**src/rtl/hazard_scoreboard_unit.sv**
```systemverilog
// Hazard unit with long-latency scoreboard for a 5-stage RV32 pipeline (forwarding, stalls, flushes).
// Latency: stall/flush/forward outputs are combinational (0 cycles); scoreboard updates are visible one cycle after the edge.
// Backpressure: stallF/stallD hold F and D, flushE inserts a bubble; the long unit is held off by ststall at MAX_OUT in flight.
//
// Ports:
//   clk, rst_n                 clock, asynchronous active-low reset
//   rs1D/rs2D/rdD/longopD      decode-stage register fields and long-op flag
//   rs1E/rs2E/rdE/longopE      execute-stage fields; longopE issues to the long unit
//   rdM/rdW/regwriteM/W        memory/writeback destinations and write enables
//   resultsrcEb0, pcsrcE       E is a load, E branch/jump taken
//   long_done, long_rd         long unit writeback this cycle and its destination
//   forwardaE/bE               00 RF, 01 W result, 10 M result
//   stallF/stallD/flushD/flushE pipeline control
//   pend_cnt                   long ops in flight
//   perf_stall/perf_flush      saturating event counters
// Optional build macro HAZ_PERF_CNT_EN: enables the perf counters; otherwise they read 0.

module hazard_scoreboard_unit #(
  parameter int AW      = 5,
  parameter int MAX_OUT = 2,
  parameter int CW      = 16,
  localparam int NREG   = 2 ** AW,
  localparam int CNTW   = $clog2(MAX_OUT + 1)
) (
  input  logic            clk,
  input  logic            rst_n,
  input  logic [AW-1:0]   rs1D,
  input  logic [AW-1:0]   rs2D,
  input  logic [AW-1:0]   rdD,
  input  logic            longopD,
  input  logic [AW-1:0]   rs1E,
  input  logic [AW-1:0]   rs2E,
  input  logic [AW-1:0]   rdE,
  input  logic            longopE,
  input  logic [AW-1:0]   rdM,
  input  logic [AW-1:0]   rdW,
  input  logic            regwriteM,
  input  logic            regwriteW,
  input  logic            resultsrcEb0,
  input  logic            pcsrcE,
  input  logic            long_done,
  input  logic [AW-1:0]   long_rd,
  output logic [1:0]      forwardaE,
  output logic [1:0]      forwardbE,
  output logic            stallF,
  output logic            stallD,
  output logic            flushD,
  output logic            flushE,
  output logic [CNTW-1:0] pend_cnt,
  output logic [CW-1:0]   perf_stall,
  output logic [CW-1:0]   perf_flush
);

  logic [NREG-1:1] pending;
  logic [NREG-1:1] pendingNext;
  logic [NREG-1:0] pendFull;
  logic [CNTW-1:0] pendCnt;
  logic            doneOk;
  logic            lwStall;
  logic            sbStall;
  logic            stStall;
  logic            stall;

  // M result is younger than W, so it wins when both match.
  function automatic logic [1:0] fwdSel(input logic [AW-1:0] rs);
    logic [1:0] sel;
    sel = 2'b00;
    if (rs != '0) begin
      if (regwriteM && (rs == rdM))      sel = 2'b10;
      else if (regwriteW && (rs == rdW)) sel = 2'b01;
    end
    return sel;
  endfunction

  assign forwardaE = fwdSel(rs1E);
  assign forwardbE = fwdSel(rs2E);

  // Bit 0 is a constant zero so x0 lookups never hit.
  assign pendFull = {pending, 1'b0};

  // A completion with nothing in flight is spurious and is dropped entirely.
  assign doneOk = long_done && (pendCnt != '0);

  // Clear-then-set: a same-register complete and issue leaves the bit set.
  always_comb begin
    pendingNext = pending;
    for (int i = 1; i < NREG; i++) begin
      pendingNext[i] = (pending[i] && !(doneOk && (long_rd == AW'(i))))
                     || (longopE && (rdE == AW'(i)));
    end
  end

  always_ff @(posedge clk or negedge rst_n) begin
    if (!rst_n) begin
      pending <= '0;
      pendCnt <= '0;
    end else begin
      pending <= pendingNext;
      // An issue to x0 still occupies a slot in the long unit.
      if (longopE && !doneOk)      pendCnt <= pendCnt + CNTW'(1);
      else if (doneOk && !longopE) pendCnt <= pendCnt - CNTW'(1);
    end
  end

  assign pend_cnt = pendCnt;

  assign lwStall = resultsrcEb0 && (rdE != '0) && ((rs1D == rdE) || (rs2D == rdE));
  // rdD lookup catches WAW against an older long op still in flight.
  assign sbStall = pendFull[rs1D] | pendFull[rs2D] | pendFull[rdD];
  // A completion this cycle frees a slot, so the new long op may proceed.
  assign stStall = longopD && (pendCnt == CNTW'(MAX_OUT)) && !long_done;
  assign stall   = lwStall | sbStall | stStall;

  assign stallF = stall;
  assign stallD = stall;
  // With a taken branch and a stall together, flushD clears IF-ID regardless of stallD.
  assign flushD = pcsrcE;
  assign flushE = pcsrcE | stall;

`ifdef HAZ_PERF_CNT_EN
  logic [CW-1:0] perfStallQ;
  logic [CW-1:0] perfFlushQ;

  always_ff @(posedge clk or negedge rst_n) begin
    if (!rst_n) begin
      perfStallQ <= '0;
      perfFlushQ <= '0;
    end else begin
      if (stall && (perfStallQ != {CW{1'b1}}))  perfStallQ <= perfStallQ + CW'(1);
      if (pcsrcE && (perfFlushQ != {CW{1'b1}})) perfFlushQ <= perfFlushQ + CW'(1);
    end
  end

  assign perf_stall = perfStallQ;
  assign perf_flush = perfFlushQ;
`else
  assign perf_stall = '0;
  assign perf_flush = '0;
`endif

endmodule

```
**config.mk**
```make
export PLATFORM = sky130hd
export DESIGN_NAME = hazard_scoreboard_unit
export DESIGN_NICKNAME = d
export VERILOG_FILES = /design/src/rtl/hazard_scoreboard_unit.sv
export SDC_FILE = /design/constraint.sdc
export NUM_CORES = 1
export LEC_CHECK = 0
export ABC_CLOCK_PERIOD_IN_PS = 9200
export CORE_AREA = 2 2 79 81
export CTS_CLUSTER_DIAMETER = 100
export DETAILED_ROUTE_END_ITERATION = 8
export DIE_AREA = 0 0 81 83
export PLACE_DENSITY = 0.89
export SLEW_MARGIN = 20
export SYNTH_ARGS = -nofsm -noshare
export SYNTH_HDL_FRONTEND = slang
export SYNTH_SLANG_ARGS = --single-unit
```
**constraint.sdc**
```tcl
create_clock -name clk -period 9.2 [get_ports clk]
set_input_delay 2.76 -clock clk [delete_from_list [all_inputs] [get_ports clk]]
set_output_delay 2.76 -clock clk [all_outputs]
set_load 0.05 [all_outputs]
```
---- Yosys cells after proc, flatten, opt, wreduce, memory -nomap -nowiden ----
Cells that the tools add are included.
storage, ports and cells
  input port bits ......................... 54
  flip-flop bits (word level) ............. 33
  output and inout bits ................... 42
cells by class
  equal/unequal tests ..................... 69
  bitwise gates (word level) .............. 5
  $lt $le $gt $ge ......................... 3
  reduce and logical (&&, ||, !) cells .... 175
  muxes and demuxes ....................... 14
  add/sub/neg operators ................... 2
operator list
  cell                                                        number
  == test 5 bit, second input constant                        32
  logical AND 1 bit                                           104
  == test 5 x 4 -> 1 bit, second input constant               16
  == test 5 x 3 -> 1 bit, second input constant               8
  logical NOT 1 bit                                           34
  logical OR 1 bit                                            32
  == test 5 bit                                               6
  == test 5 x 2 -> 1 bit, second input constant               4
  less-than comparator 5 x 6 -> 1 bit, second input constant  3
  binary-select mux 1 bit (select 5 bit)                      3
  nonzero test 5 bit                                          3
  2-to-1 mux 2 bit                                            6
  == test 5 x 1 -> 1 bit, second input constant               2
  2-to-1 mux 1 bit                                            5
  OR 1 bit                                                    5
  nonzero test 2 bit                                          2
  adder 2 x 1 -> 2 bit, second input constant                 1
  == test 2 bit, second input constant                        1
  subtractor 2 x 1 -> 2 bit, second input constant            1

---- Logic depth before layout (Yosys ltp) ----
  depth after elaboration ................. 7
  gate-level depth with buffers ........... 9
  gate-level depth less buffers ........... 6

---- Worst setup path before layout ----
No wires, ideal clock.
  kind .................................... input-to-output
  from .................................... in rs2D[1]
  to ...................................... out stallF
  stages on the path ...................... 7
  path slack .............................. 1549 ps
  data arrival time ....................... 4891 ps
  cells stage by stage .................... buf_2 mux4_2 o2111ai_1 nand3_1 nor4_2 nand4_1 buf_4
between the ends
  word-level cells in the longest chain between the ends .. 6
  elaborated cells between the ends (all ways) .. 9
  those cells by class .................... 1 x eq/ne; 2 x mux; 4 x bitwise; 2 x reduce/logical
RTL lines
  element                                 RTL line  RTL
  start, declared                         28        input logic [AW-1:0] rs2D,
  binary-select mux 1 bit (select 5 bit)  109       assign sbStall = pendFull[rs1D] | pendFull[rs2D] | pendFull[rdD];
  2-to-1 mux 1 bit (not written as such)  109
  OR 1 bit (2 in series)                  109
  OR 1 bit * (2 in series)                112       assign stall = lwStall | sbStall | stStall;
  end, declared                           45        output logic stallF,
Every way passes the cells marked *; elsewhere a longest branch is shown, timed or not. The select of a mux whose other input is x is not followed.

---- Worst setup path after layout ----
  from .................................... in rs2D[1]
  to ...................................... out stallD
between the ends
  word-level cells in the longest chain between the ends .. 6
  elaborated cells between the ends (all ways) .. 9
  those cells by class .................... 1 x eq/ne; 2 x mux; 4 x bitwise; 2 x reduce/logical
RTL lines
  element                                 RTL line  RTL
  binary-select mux 1 bit (select 5 bit)  109
  2-to-1 mux 1 bit (not written as such)  109
  OR 1 bit (2 in series)                  109
  OR 1 bit * (2 in series)                112
  end, declared                           46        output logic stallD,
Marks and branches as above.

==> metrics.cfg <==
[timing]
fin_skew_ps=6.02
slew_viol_final=0
hold_viol=0
worst_pin_slew_ps=586
post-route-min-period_ps=8280
setup_tns_ps=0
max_freq_ghz=0.121
rsz0062_at_grt=no
slew_headroom_pct=60.4
setup_viol_count_final=0
fin_crit_sh_pct=90.0

[grt]
grt_first_pass_wirelength_um=13300
antenna_found_initial=0
track_usage_pct=25.2
grt_pass1_vias=2739
grt_overflow_total=0
grt_start_max_net_pins=34

[clock_tree]
postCtsSetupRepairBufs=0
clockRootBuffer=clkbuf_8
cts_inserted_buffers=5
post_cts_resized=0
clkTransAtPathRegs_ps=60
htree_levels=2
clock_path_buffers=2
cts.sinks=33
cts_hold_buffers=0
clkLatencyLatePin_ps=290
cts_tree=done

[detailed_routing]
initialDrtViolationCount=183
via_per_inst=6.02
wl_per_cell_um=18.0
ant_nets=0
dr.pass1.iters=5
drt_wl_total_um=8180
vias=2734
remaining_drc_errors=0

[pwr]
p_sw_w=0.000268
internal-power_w=0.000384
combPwrFrac_pct=42.5
p_clk_share_pct=18.1
swShare_pct=41.2
power.density_nw_per_um2=183
ir_worst_vdd_v=0.000142
p_leak_nw=1.40
p_seq_share_pct=39.3
p_total_w=0.000652

[setup_path]
slowest_delay_ps=790
path_cells=clkdlybuf4s50_1 -> mux4_2 -> o2111ai_1 -> o31ai_1 -> nor3_1 -> nand4_1 -> clkdlybuf4s50_1
arrival_ps=5520
required_ps=6440
cp-start-kind=input pin
criticalPathCategory=input pin to output port
cp-end-kind=output port
crit_top_cell=clkdlybuf4s50_1
crit_path_top_delay_cell=clkdlybuf4s50_1
worstPathMaxFanout=9

[placed_design]
place_congestion=0.966
dp.cells=446
dpl_cell_area_um2=3460
io_buffers=63
dp_hpwl_um=6400

[final_layout]
fin_util_pct=61.3
stdcell_area_um2=3560
mostFrequentLayoutCells=64 x o21ai_0, 63 x clkdlybuf4s50_1, 33 x dfrtp_1
final_common_cell=o21ai_0
nets=433
syn2layout_area_growth_pct=21.4
layout-drive-gt1-share_pct=6.86
diodes=0
final_cells=454

[logic_synthesis]
syn_area_um2=2930
yosysSeqAreaShare_pct=28.1
synth_edf_count=0
synthDistinctLibCells=47
ys.warnings.count=0
yosys_most_used_dff=dfrtp_1
synthArstFlopShare_pct=100
syn-instance-count=323
syn_area_per_cell_um2=9.08
ys_seq_elements=33

[die]
initial_core_util_pct=50.5
ios=96
dieArea_um2=6720
die_h_um=83
coreArea_um2=5820
die_w_um=81
rows=28

[worst_hold_path]
hp-class=register to register

[outcome]
status=finished clean

[flow_run]
drv_cap=0

-- through the flow --
step	hold slack [ps]	worst slack, ps
floorplan	497	1550
global placement	498	987
detailed placement	506	957
CTS	526	959
global route	563	758
finish	514	918
-- power by group through the flow --
stage          logic [W]  clock network, W  registers [W]
2_1_floorplan   0.000198                 0       0.000242
3_3_place_gp    0.000264                 0       0.000248
3_5_place_dp    0.000274                 0       0.000254
4_1_cts         0.000276          0.000119       0.000251
5_1_grt         0.000302          0.000129       0.000260
6_report        0.000277          0.000118       0.000256
-- Yosys cell counts, drive strengths merged, types with 2 or more instances --
cell type   n  area share [%]
nor2        9             1.2
clkbuf      5            0.68
xor2       19             5.7
o31ai       2            0.51
nor3        7             1.2
inv         5            0.64
a22oi       2            0.51
a31oi       2            0.43
mux2        4             1.5
o2111ai     4             1.4
xnor2      13             3.9
nand2      19             2.4
nand3      13             2.2
mux2i      18             6.1
nor4        5             1.3
or2         2            0.43
mux4       13              10
dfrtp      33              28
nand3b      2            0.51
o21ai      64              11
o211ai      2            0.51
nor2b      11             2.3
buf        43              11
nand4       4            0.85
nand2b      4            0.85
a21oi       4            0.68
-- cell type report --
type / instances / area [um^2]
clock inverters: 1 / 5.00
clock buffers: 7 / 96.3
repair buffers: 65 / 646
multi-input cells: 268 / 1880
inverters: 5 / 18.8
fillers: 509 / 2250
well taps: 75 / 93.8
flip-flops and latches: 33 / 826
-- worst max-delay path, delay by kind of cell --
family	cells	cell delay, ps
AO/OA/AOI/OAI	2	290
buffers and inverters	2	1520
multiplexers	1	560
AND/OR/NAND/NOR	2	380
-- layer usage --
metal,wire length [um],share of wire [%],track usage [%],vias to the layer above
met5,0,0,0,-
met4,147,1.8,8.32,0
met3,761,9.3,5.65,25
met2,4060,50,42.0,167
met1,3210,39,32.1,1312
li1,-,-,-,1230
-- flip-flops by register name, indices dropped and copies added, names as in the netlist --
name	flops
pend_cnt	2
pending	31
-- cells by family after synthesis --
group	Yosys count	share of synthesized area [%]
other	1	0.128
multiplexers	35	18.2
flip-flops	33	28.1
AO/OA/AOI/OAI	87	17.1
AND/OR/NAND/NOR	81	14.6
buffers and inverters	53	11.9
adder cells (fa/ha/maj)	1	0.426
XOR/XNOR	32	9.55
-- final timing paths --
path                                   from     endpoint  slack, ps  depth (start not counted)
max in group asynchronous             rst_n   pending[3]       6030                          2
worst min register to register  pend_cnt[1]  pend_cnt[1]        510                          1
worst max-delay path                rs2D[1]       stallD        920                          7
worst min-delay path            pend_cnt[1]  pend_cnt[1]        510                          1
min in group asynchronous             rst_n  pend_cnt[1]       2870                          2
worst max register to register  pend_cnt[0]   pending[9]       7720                          5
No activity file was read; power rests on OpenSTA's default activity.
